### config.mk
export PLATFORM = sky130hd
export DESIGN_NAME = conv2_buf_3ch
export DESIGN_NICKNAME = d
export VERILOG_FILES = /design/src/rtl/conv2_buf_3ch.sv
export SDC_FILE = /design/constraint.sdc
export NUM_CORES = 1
export LEC_CHECK = 0
export CORE_MARGIN = 3
export CORE_UTILIZATION = 35
export DETAILED_ROUTE_END_ITERATION = 7
export PLACE_DENSITY = 0.49
export SYNTH_ARGS = -nofsm -noshare
export SYNTH_HDL_FRONTEND = slang
export SYNTH_SLANG_ARGS = --single-unit
### constraint.sdc
create_clock -name clk -period 177.5 [get_ports clk]
set_clock_uncertainty 0.2 [all_clocks]
set_input_delay 53.25 -clock clk [delete_from_list [all_inputs] [get_ports clk]]
set_output_delay 53.25 -clock clk [all_outputs]
set_load 0.01 [all_outputs]
### src/rtl/conv2_buf_3ch.sv
// 3x3 window generator for three 12-bit signed feature-map channels (conv2 input).
// Optional `frame_done` strobe on the last window when CONV2_BUF_FRAME_DONE_EN is defined.
module conv2_buf_3ch #(
  parameter int WIDTH     = 12,
  parameter int HEIGHT    = 12,
  parameter int DATA_BITS = 12
) (
  input  logic                        clk,
  input  logic                        rst,
  input  logic                        valid_in,
  input  logic signed [DATA_BITS-1:0] data_in1,
  input  logic signed [DATA_BITS-1:0] data_in2,
  input  logic signed [DATA_BITS-1:0] data_in3,
  output logic signed [DATA_BITS-1:0] data_out1_0,
  output logic signed [DATA_BITS-1:0] data_out1_1,
  output logic signed [DATA_BITS-1:0] data_out1_2,
  output logic signed [DATA_BITS-1:0] data_out1_3,
  output logic signed [DATA_BITS-1:0] data_out1_4,
  output logic signed [DATA_BITS-1:0] data_out1_5,
  output logic signed [DATA_BITS-1:0] data_out1_6,
  output logic signed [DATA_BITS-1:0] data_out1_7,
  output logic signed [DATA_BITS-1:0] data_out1_8,
  output logic signed [DATA_BITS-1:0] data_out2_0,
  output logic signed [DATA_BITS-1:0] data_out2_1,
  output logic signed [DATA_BITS-1:0] data_out2_2,
  output logic signed [DATA_BITS-1:0] data_out2_3,
  output logic signed [DATA_BITS-1:0] data_out2_4,
  output logic signed [DATA_BITS-1:0] data_out2_5,
  output logic signed [DATA_BITS-1:0] data_out2_6,
  output logic signed [DATA_BITS-1:0] data_out2_7,
  output logic signed [DATA_BITS-1:0] data_out2_8,
  output logic signed [DATA_BITS-1:0] data_out3_0,
  output logic signed [DATA_BITS-1:0] data_out3_1,
  output logic signed [DATA_BITS-1:0] data_out3_2,
  output logic signed [DATA_BITS-1:0] data_out3_3,
  output logic signed [DATA_BITS-1:0] data_out3_4,
  output logic signed [DATA_BITS-1:0] data_out3_5,
  output logic signed [DATA_BITS-1:0] data_out3_6,
  output logic signed [DATA_BITS-1:0] data_out3_7,
  output logic signed [DATA_BITS-1:0] data_out3_8,
  output logic                        valid_out_buf
`ifdef CONV2_BUF_FRAME_DONE_EN
  ,
  output logic                        frame_done
`endif
);

  // Together with the live input pixel this chain spans the 2*WIDTH+3 pixels of a window.
  localparam int DEPTH = 2 * WIDTH + 2;
  localparam int CW    = $clog2(WIDTH);
  localparam int RW    = $clog2(HEIGHT);

  typedef logic signed [DATA_BITS-1:0] pix_t;

  pix_t          line1_p0 [DEPTH];
  pix_t          line2_p0 [DEPTH];
  pix_t          line3_p0 [DEPTH];
  logic [CW-1:0] col_p0;
  logic [RW-1:0] row_p0;

  pix_t win1 [9];
  pix_t win2 [9];
  pix_t win3 [9];

  pix_t tap1_p1 [9];
  pix_t tap2_p1 [9];
  pix_t tap3_p1 [9];
  logic vld_p1;

  logic accept;
  logic at_window;
  logic last_col;
  logic last_row;

  assign accept    = valid_in && !rst;
  assign at_window = (row_p0 >= RW'(2)) && (col_p0 >= CW'(2));
  assign last_col  = (col_p0 == CW'(WIDTH - 1));
  assign last_row  = (row_p0 == RW'(HEIGHT - 1));

  // Stage p0: line buffers and raster position of the pixel being accepted
  always_ff @(posedge clk) begin
    if (accept) begin
      line1_p0[0] <= data_in1;
      line2_p0[0] <= data_in2;
      line3_p0[0] <= data_in3;
      for (int i = 1; i < DEPTH; i++) begin
        line1_p0[i] <= line1_p0[i-1];
        line2_p0[i] <= line2_p0[i-1];
        line3_p0[i] <= line3_p0[i-1];
      end
    end
  end

  // Tap k sits (2-k/3) rows and (2-k%3) columns behind the live pixel.
  for (genvar k = 0; k < 9; k++) begin : g_tap
    localparam int OFF = (2 - k / 3) * WIDTH + (2 - k % 3);
    if (OFF == 0) begin : g_live
      assign win1[k] = data_in1;
      assign win2[k] = data_in2;
      assign win3[k] = data_in3;
    end else begin : g_buf
      assign win1[k] = line1_p0[OFF-1];
      assign win2[k] = line2_p0[OFF-1];
      assign win3[k] = line3_p0[OFF-1];
    end
  end

  // Stage p1: registered window and strobes
  always_ff @(posedge clk) begin
    if (rst) begin
      col_p0  <= '0;
      row_p0  <= '0;
      vld_p1  <= 1'b0;
      tap1_p1 <= '{default: '0};
      tap2_p1 <= '{default: '0};
      tap3_p1 <= '{default: '0};
`ifdef CONV2_BUF_FRAME_DONE_EN
      frame_done <= 1'b0;
`endif
    end else begin
      vld_p1 <= 1'b0;
`ifdef CONV2_BUF_FRAME_DONE_EN
      frame_done <= 1'b0;
`endif
      if (valid_in) begin
        if (at_window) begin
          tap1_p1 <= win1;
          tap2_p1 <= win2;
          tap3_p1 <= win3;
          vld_p1  <= 1'b1;
`ifdef CONV2_BUF_FRAME_DONE_EN
          frame_done <= last_col && last_row;
`endif
        end
        if (last_col) begin
          col_p0 <= '0;
          row_p0 <= last_row ? '0 : row_p0 + RW'(1);
        end else begin
          col_p0 <= col_p0 + CW'(1);
        end
      end
    end
  end

  assign valid_out_buf = vld_p1;

  assign data_out1_0 = tap1_p1[0];
  assign data_out1_1 = tap1_p1[1];
  assign data_out1_2 = tap1_p1[2];
  assign data_out1_3 = tap1_p1[3];
  assign data_out1_4 = tap1_p1[4];
  assign data_out1_5 = tap1_p1[5];
  assign data_out1_6 = tap1_p1[6];
  assign data_out1_7 = tap1_p1[7];
  assign data_out1_8 = tap1_p1[8];
  assign data_out2_0 = tap2_p1[0];
  assign data_out2_1 = tap2_p1[1];
  assign data_out2_2 = tap2_p1[2];
  assign data_out2_3 = tap2_p1[3];
  assign data_out2_4 = tap2_p1[4];
  assign data_out2_5 = tap2_p1[5];
  assign data_out2_6 = tap2_p1[6];
  assign data_out2_7 = tap2_p1[7];
  assign data_out2_8 = tap2_p1[8];
  assign data_out3_0 = tap3_p1[0];
  assign data_out3_1 = tap3_p1[1];
  assign data_out3_2 = tap3_p1[2];
  assign data_out3_3 = tap3_p1[3];
  assign data_out3_4 = tap3_p1[4];
  assign data_out3_5 = tap3_p1[5];
  assign data_out3_6 = tap3_p1[6];
  assign data_out3_7 = tap3_p1[7];
  assign data_out3_8 = tap3_p1[8];

endmodule
==> Word level (Yosys, flattened, before mapping) <==
Memory sizes are Yosys's and may differ from the RTL's. A register that Yosys moved wholly into a read port is not among the register bits.
Index checks and enable logic that the tools add are counted.
{ "word_totals": {"ff_bits": 297, "ram_bits": 936, "input_bits": 39, "n_memories": 3} }
{ "memory_table": {"columns": ["memory", "depth", "width", "rd", "rd_ports_with_merged_regs", "wr", "line", "rtl"], "rows": [
  ["line1_p0", 26, 12, 26, 1, 26, "55", "pix_t line1_p0 [DEPTH];"],
  ["line2_p0", 26, 12, 26, 1, 26, "56", "pix_t line2_p0 [DEPTH];"],
  ["line3_p0", 26, 12, 26, 1, 26, "57", "pix_t line3_p0 [DEPTH];"]
]} }
{ "classes": {"n_addsub": 2, "magnitude_cmp": 2, "eq_ne": 2, "n_mux": 5, "bitwise_logic": 1, "reduce_logical": 6} }
{ "ops": {"columns": ["operator", "n"], "rows": [
  ["adder 4 x 1 -> 4 bit, second input constant", 2],
  ["equality test 4 bit, second input constant", 2],
  ["greater-or-equal comparator 4 x 2 -> 1 bit, second input constant", 2],
  ["two-way mux 4 bit", 2],
  ["AND reduction 2 bit", 2],
  ["two-way mux 1 bit", 3],
  ["logical AND 1 bit", 2],
  ["OR reduction 2 bit", 1],
  ["logical NOT 1 bit", 1],
  ["NOT 1 bit", 1]
]} }

==> Depth between registers and ports, before layout <==
Gate-level depths: netlist of the first run.
{ "depth": {"ltp_word": 4, "ltp_mapped": 8, "depth_no_buf": 5} }

==> Worst setup path before layout of the first run <==
No wires, ideal clock.
{ "synth_path": {"path_type": "input port to flip-flop", "start": "in rst", "end": "mem line1_p0[0][0] (netlist name), enable pin", "setup_time_ns": 2.355, "arrival_ns": 94.456, "path_slack_ns": 80.489, "cell_stages": 4, "path_cell_list": "clkbuf_1 -> clkbuf_1 -> clkbuf_1 -> nor2b_1"} }
{ "synth_lines": {"columns": ["item", "line", "rtl"], "rows": [
  ["start, declared", "9", "input logic rst,"],
  ["end, declared", "55", null]
]} }

==> results.json, run 1 <==
{
  "cts_resized": 0,
  "dp.cells": 4271,
  "met2_wirelength_um": 34900,
  "ys_seq_area_share_pct": 80.9,
  "met3_length_um": 5420,
  "min_path_type": "flip-flop to flip-flop",
  "vdd_ir_drop_max_uv": 8.62,
  "path_cells": "clkdlybuf4s50_1, nor2b_4, buf_12, buf_4, buf_4, buf_4",
  "syn2layout_area_growth_pct": 23.0,
  "final_antenna_net_count": 0,
  "top_layer": "met4",
  "worst-r2r-setup-slack_ns": 173.51,
  "start_kind": "primary input",
  "reg_top3": "line1_p0 (312), line2_p0 (312), line3_p0 (312)",
  "vias": 19560,
  "diodes": 0,
  "num_rows": 127,
  "net-switching-power_uw": 127,
  "dieWidth_um": 356,
  "numPortBuffers": 363,
  "period_share_pct": 33.0,
  "swShare_pct": 20.2,
  "gr-usage-all-layers_pct": 11.7,
  "syn-num-nets": 2433,
  "yosysUniqueCellTypes": 27,
  "clkLatencyLatePin_ns": 0.73,
  "r2r_end": "data_out2_1[1]",
  "grt_antenna_before_repair": 1,
  "routed_via_density": 4.32,
  "rsz0062_at_grt": "no",
  "status": "finished, final reports clean",
  "cts_buffers": 139,
  "worst_pin_slew_ns": 1.12,
  "crit_arrival_ns": 58.67,
  "critPathMaxFanout": 179,
  "holdBufCountCts": 0,
  "regArea_sq_um": 34800,
  "power_frac_seq_pct": 52.4,
  "nNetsFinal": 2843,
  "p_leak_uw": 0.0170,
  "syn-instance-count": 2390,
  "layout-drive-gt1-share_pct": 7.64,
  "first_pass_iters": 5,
  "ys_seq_elements": 1269,
  "end_kind": "flip-flop",
  "wl_met1_um": 32400,
  "dieHeight_um": 356,
  "layout.cells.non_filler": 4530,
  "cts_buffer_depth": 3,
  "cp_slowest_cell": "buf_4",
  "setup.worst_path.class": "primary input to flip-flop",
  "final_max_slew_viol_count": 0,
  "power_frac_comb_pct": 1.8,
  "wl_per_cell_um": 16.5,
  "drc": 0,
  "setup-violations-final": 0,
  "clock-root-buffer": "clkbuf_16",
  "crit_path_end": "line2_p0[18][6]",
  "r2r_start": "row_p0[1]",
  "synth_edf_count": 936,
  "cpPeakStageDelay_ns": 0.98,
  "grt_pass1_wl_um": 117000,
  "fin_setup_tns_ns": 0,
  "yosysWarnings": 0,
  "synth_area_sq_um": 43000,
  "cts_setup_buffers": 0,
  "fillers": 10619,
  "post-dp-hpwl_um": 43700,
  "synthArstFlopShare_pct": 0,
  "final-hold-violation-count": 0,
  "worst_ep_required_time_ns": 177.62,
  "totalWireLength_um": 74900,
  "cts_num_sinks": 1269,
  "htreeDepth": 4,
  "gp_congestion": 0.738,
  "p_int_uw": 503,
  "first_iter_violations": 1322,
  "core_sq_um": 121000,
  "syn_area_per_cell_sq_um": 18.0,
  "finalCriticalPeriod_ns": 58.54,
  "maxCapViolations": 0,
  "clkTransAtPathRegs_ns": 0.06,
  "cp_common_cell": "buf_4",
  "grt_max_degree": 258,
  "multi_input_area_sq_um": 7570,
  "startpoint": "valid_in",
  "grt-ovfl-total": 0,
  "io_pins": 364,
  "ys.flop_type": "edfxtp_1",
  "die_area_sq_um": 127000,
  "clockPowerShare_pct": 45.8,
  "start_util_pct": 35.5,
  "r2r_cells": 7,
  "relSlewSlack_pct": 25.4,
  "max_freq_ghz": 0.0171,
  "cts_tree": "built",
  "grt_pass1_vias": 20103,
  "powerDensity_nw_per_um2": 11.9
}
==> metrics by stage <==
step	utilization, %	area [sq um]	power (uW)	hold slack [ns]	setup WS (ns)
after global placement	39.8	48200	348	0.200	118.26
after global routing	43.7	52900	656	0.204	118.46
after detailed placement	39.8	48200	348	0.205	118.08
after CTS	43.7	52900	643	0.201	118.85
final	43.7	52900	630	0.201	118.96
after floorplan	-	43000	358	0.200	80.49
==> worst max-delay path, delay by kind of cell <==
family                 cells  cell delay [ns]
and+or+nand+nor            1             0.88
buffers and inverters      5             4.24
==> cell families (layout without fill, tap and decap cells) <==
kind of cell	count (synthesis)	after routing	synth area share [%]
fa+ha+maj	4	4	0.116
compound gates	10	10	0.172
xor+xnor	2	2	0.0408
buf+inv	114	642	1.51
mux	325	325	7.57
flops	1269	1269	80.9
simple gates	666	666	9.66
==> worst min path at each step <==
stage                     from              end  slack, ns  cells past startpoint
3_3_place_gp   line3_p0[19][1]  line3_p0[20][1]       0.20                      0
5_1_grt         line2_p0[3][8]   line2_p0[4][8]       0.20                      0
3_5_place_dp   line1_p0[14][1]  line1_p0[15][1]       0.20                      0
4_1_cts        line1_p0[22][9]  line1_p0[23][9]       0.20                      0
6_report        line3_p0[5][6]   line3_p0[6][6]       0.20                      0
2_1_floorplan   line1_p0[9][0]  line1_p0[10][0]       0.20                      0
==> cell usage after synthesis (2+ instances only) <==
library cell	count	area, sq um
edfxtp_1	936	28100
nand2b_1	648	4050
dfxtp_1	333	6670
mux2i_1	325	3250
clkbuf_1	74	278
buf_6	28	315
buf_2	9	45.0
nor2_1	5	18.8
ha_1	4	50.1
a21oi_1	3	15.0
inv_1	3	11.3
a211oi_1	2	15.0
nand2_1	2	7.51
nand3_1	2	10.0
nor2b_1	2	12.5
nor3_1	2	10.0
o21ai_0	2	10.0
==> final cells by class <==
class	instances	area share [%]
clock buffers	176	6.92
clock inverters	83	1.93
inverters	3	0.0213
multi-input cells	1007	14.3
flip-flops and latches	1269	65.8
well taps	1612	3.82
repair buffers	380	7.22
==> metal layers <==
metal  GRT usage, %  vias up
li1               -     9400
met1           14.8     9630
met2           18.4      383
met3           4.23      147
met4           4.81        0
met5              0        -
==> cell usage in the layout (no fill, tap or decap), drive strengths merged <==
master / count
bufinv: 16
nand2b: 648
nor2b: 2
a21oi: 3
o21ai: 2
nor2: 5
inv: 10
a41oi: 1
clkbuf: 176
dfxtp: 333
mux2i: 325
nand3b: 1
ha: 4
clkdlybuf4s50: 362
or4: 1
a311oi: 1
nand2: 2
and4b: 1
edfxtp: 936
clkinv: 57
nand3: 2
nor3: 2
buf: 18
o41ai: 1
a211oi: 2
xor2: 1
nand4: 1
clkinvlp: 3
nand4b: 1
xnor2: 1
==> power groups by stage <==
stage / sequential, uW / combinational, uW / clock [uW]
after floorplan: 350 / 7.87 / 0
after global placement: 336 / 11.3 / 0
after detailed placement: 337 / 11.6 / 0
after CTS: 330 / 11.6 / 301
after global routing: 331 / 12.5 / 313
final: 330 / 11.2 / 289
No activity file was read; power rests on OpenSTA's default activity.
==> run 2: changes to the inputs <==
==> constraint.sdc (replaced) <==
create_clock -name clk -period 54.4 [get_ports clk]
set_clock_uncertainty 0.2 [all_clocks]
set_input_delay 16.32 -clock clk [delete_from_list [all_inputs] [get_ports clk]]
set_output_delay 16.32 -clock clk [all_outputs]
set_load 0.01 [all_outputs]
==> results.json, run 2 (synthesis gave the netlist of run 1 again) <==
{
  "vias": 19528,
  "relSlewSlack_pct": 22.4,
  "grt_pass1_vias": 19952,
  "num_rows": 127,
  "net-switching-power_uw": 399,
  "grt_antenna_before_repair": 0,
  "rsz0062_at_grt": "no",
  "layout.cells.non_filler": 4528,
  "path_delay_family": "buffers and inverters",
  "end_kind": "flip-flop",
  "finalCriticalPeriod_ns": 21.61,
  "p_int_uw": 1630,
  "worst_pin_slew_ns": 1.16,
  "post-place-ws_ns": 31.93,
  "power_frac_seq_pct": 53.0,
  "totalWireLength_um": 74700,
  "p_leak_uw": 0.0169,
  "die_area_sq_um": 127000,
  "post-dp-hpwl_um": 43800,
  "routed_via_density": 4.31,
  "cts_buffers": 137,
  "clockPowerShare_pct": 45.2,
  "gp_congestion": 0.706,
  "setup_slack_ns": 32.79,
  "period_share_pct": 39.7,
  "dieHeight_um": 356,
  "htreeDepth": 4,
  "min_path_type": "flip-flop to flip-flop",
  "nNetsFinal": 2844,
  "cts_setup_buffers": 0,
  "setup-violations-final": 0,
  "setup.worst_path.class": "primary input to flip-flop",
  "path_cells": "clkdlybuf4s50_1, nor2b_4, buf_4, buf_4, buf_4, buf_4",
  "dp.cells": 4274,
  "hold_slack_ns": 0.201,
  "max_freq_ghz": 0.0463,
  "cts_num_sinks": 1269,
  "numPortBuffers": 363,
  "fin_setup_tns_ns": 0,
  "core_sq_um": 121000,
  "grt_pass1_wl_um": 116000,
  "first_pass_iters": 4,
  "layout_common_cells": "936 x edfxtp_1, 648 x nand2b_1, 362 x clkdlybuf4s50_1, 333 x dfxtp_1, 325 x mux2i_1",
  "io_pins": 364,
  "start_kind": "primary input",
  "holdBufCountCts": 0,
  "cp_slowest_cell": "buf_4",
  "path_buf_inv": 5,
  "grt-ovfl-total": 0,
  "layout-drive-gt1-share_pct": 7.89,
  "clock-root-buffer": "clkbuf_16",
  "wl_per_cell_um": 16.5,
  "power_frac_comb_pct": 1.8,
  "start_util_pct": 35.5,
  "final-hold-violation-count": 0,
  "cts_tree": "built",
  "drc": 0,
  "critPathMaxFanout": 90,
  "cts_buffer_depth": 3,
  "clkTransAtPathRegs_ns": 0.06,
  "maxCapViolations": 0,
  "vdd_ir_drop_max_uv": 27.4,
  "first_iter_violations": 1378,
  "cpPeakStageDelay_ns": 0.97,
  "reg_top3": "line1_p0 (312), line2_p0 (312), line3_p0 (312)",
  "gr-usage-all-layers_pct": 11.6,
  "cts_resized": 0,
  "dieWidth_um": 356,
  "powerDensity_nw_per_um2": 38.5,
  "grt_max_degree": 195,
  "final_max_slew_viol_count": 0,
  "final_antenna_net_count": 0,
  "cp_common_cell": "buf_4",
  "swShare_pct": 19.6,
  "crit_arrival_ns": 21.73,
  "status": "finished, final reports clean",
  "syn2layout_area_growth_pct": 22.7,
  "final_common_cell": "edfxtp_1",
  "worst_ep_required_time_ns": 54.52,
  "clkLatencyLatePin_ns": 0.71
}
run 2: power groups by stage:
stage | clock network [uW] | registers [uW] | logic [uW]
after floorplan | 0 | 1120 | 25.7
after global placement | 0 | 1100 | 36.7
after detailed placement | 0 | 1100 | 37.7
after CTS | 958 | 1080 | 37.6
after global routing | 996 | 1080 | 40.6
final | 919 | 1080 | 36.4
run 2: worst paths after layout:
path / from / end / slack (ns) / cells past startpoint
setup / recovery: valid_in / line2_p0[14][8] / 32.79 / 6
hold / removal: line1_p0[14][11] / line1_p0[15][11] / 0.20 / 0
setup reg to reg: row_p0[1] / data_out2_1[2] / 50.15 / 7
hold reg to reg: line1_p0[14][11] / line1_p0[15][11] / 0.20 / 0
run 2: final cells by class:
type                       count  area (sq um)
antenna                        1          2.50
clock buffer                 194          4000
clock inverter                59           544
fill                       10616         68200
inverter                       3          11.3
multi-input combinational   1007          7570
sequential                  1269         34800
tap                         1612          2020
timing repair buffer         383          3810
run 2: through the flow:
step,instance area (sq um),total power (uW),util (%)
after global placement,48200,1130,39.8
after detailed placement,48200,1140,39.8
after global routing,52700,2120,43.6
after CTS,52700,2070,43.6
after floorplan,43000,1150,-
final,52700,2030,43.6
run 2: worst register-to-register path: cells and delay by family (launching register included):
family	cells	cell delay, ns
AO/OA/AOI/OAI	2	0.49
buffers and inverters	3	2.50
multiplexers	1	0.32
adder cells (fa/ha/maj)	1	0.22
flip-flops	1	0.45
run 2: layer usage:
| metal | vias to the layer above | routed length (um) | track usage, % |
|---|---|---|---|
| met5 | - | 0 | 0 |
| met4 | 0 | 2070 | 4.45 |
| met3 | 153 | 5010 | 3.95 |
| met2 | 361 | 34300 | 17.9 |
| met1 | 9610 | 33300 | 15.1 |
| li1 | 9404 | - | - |
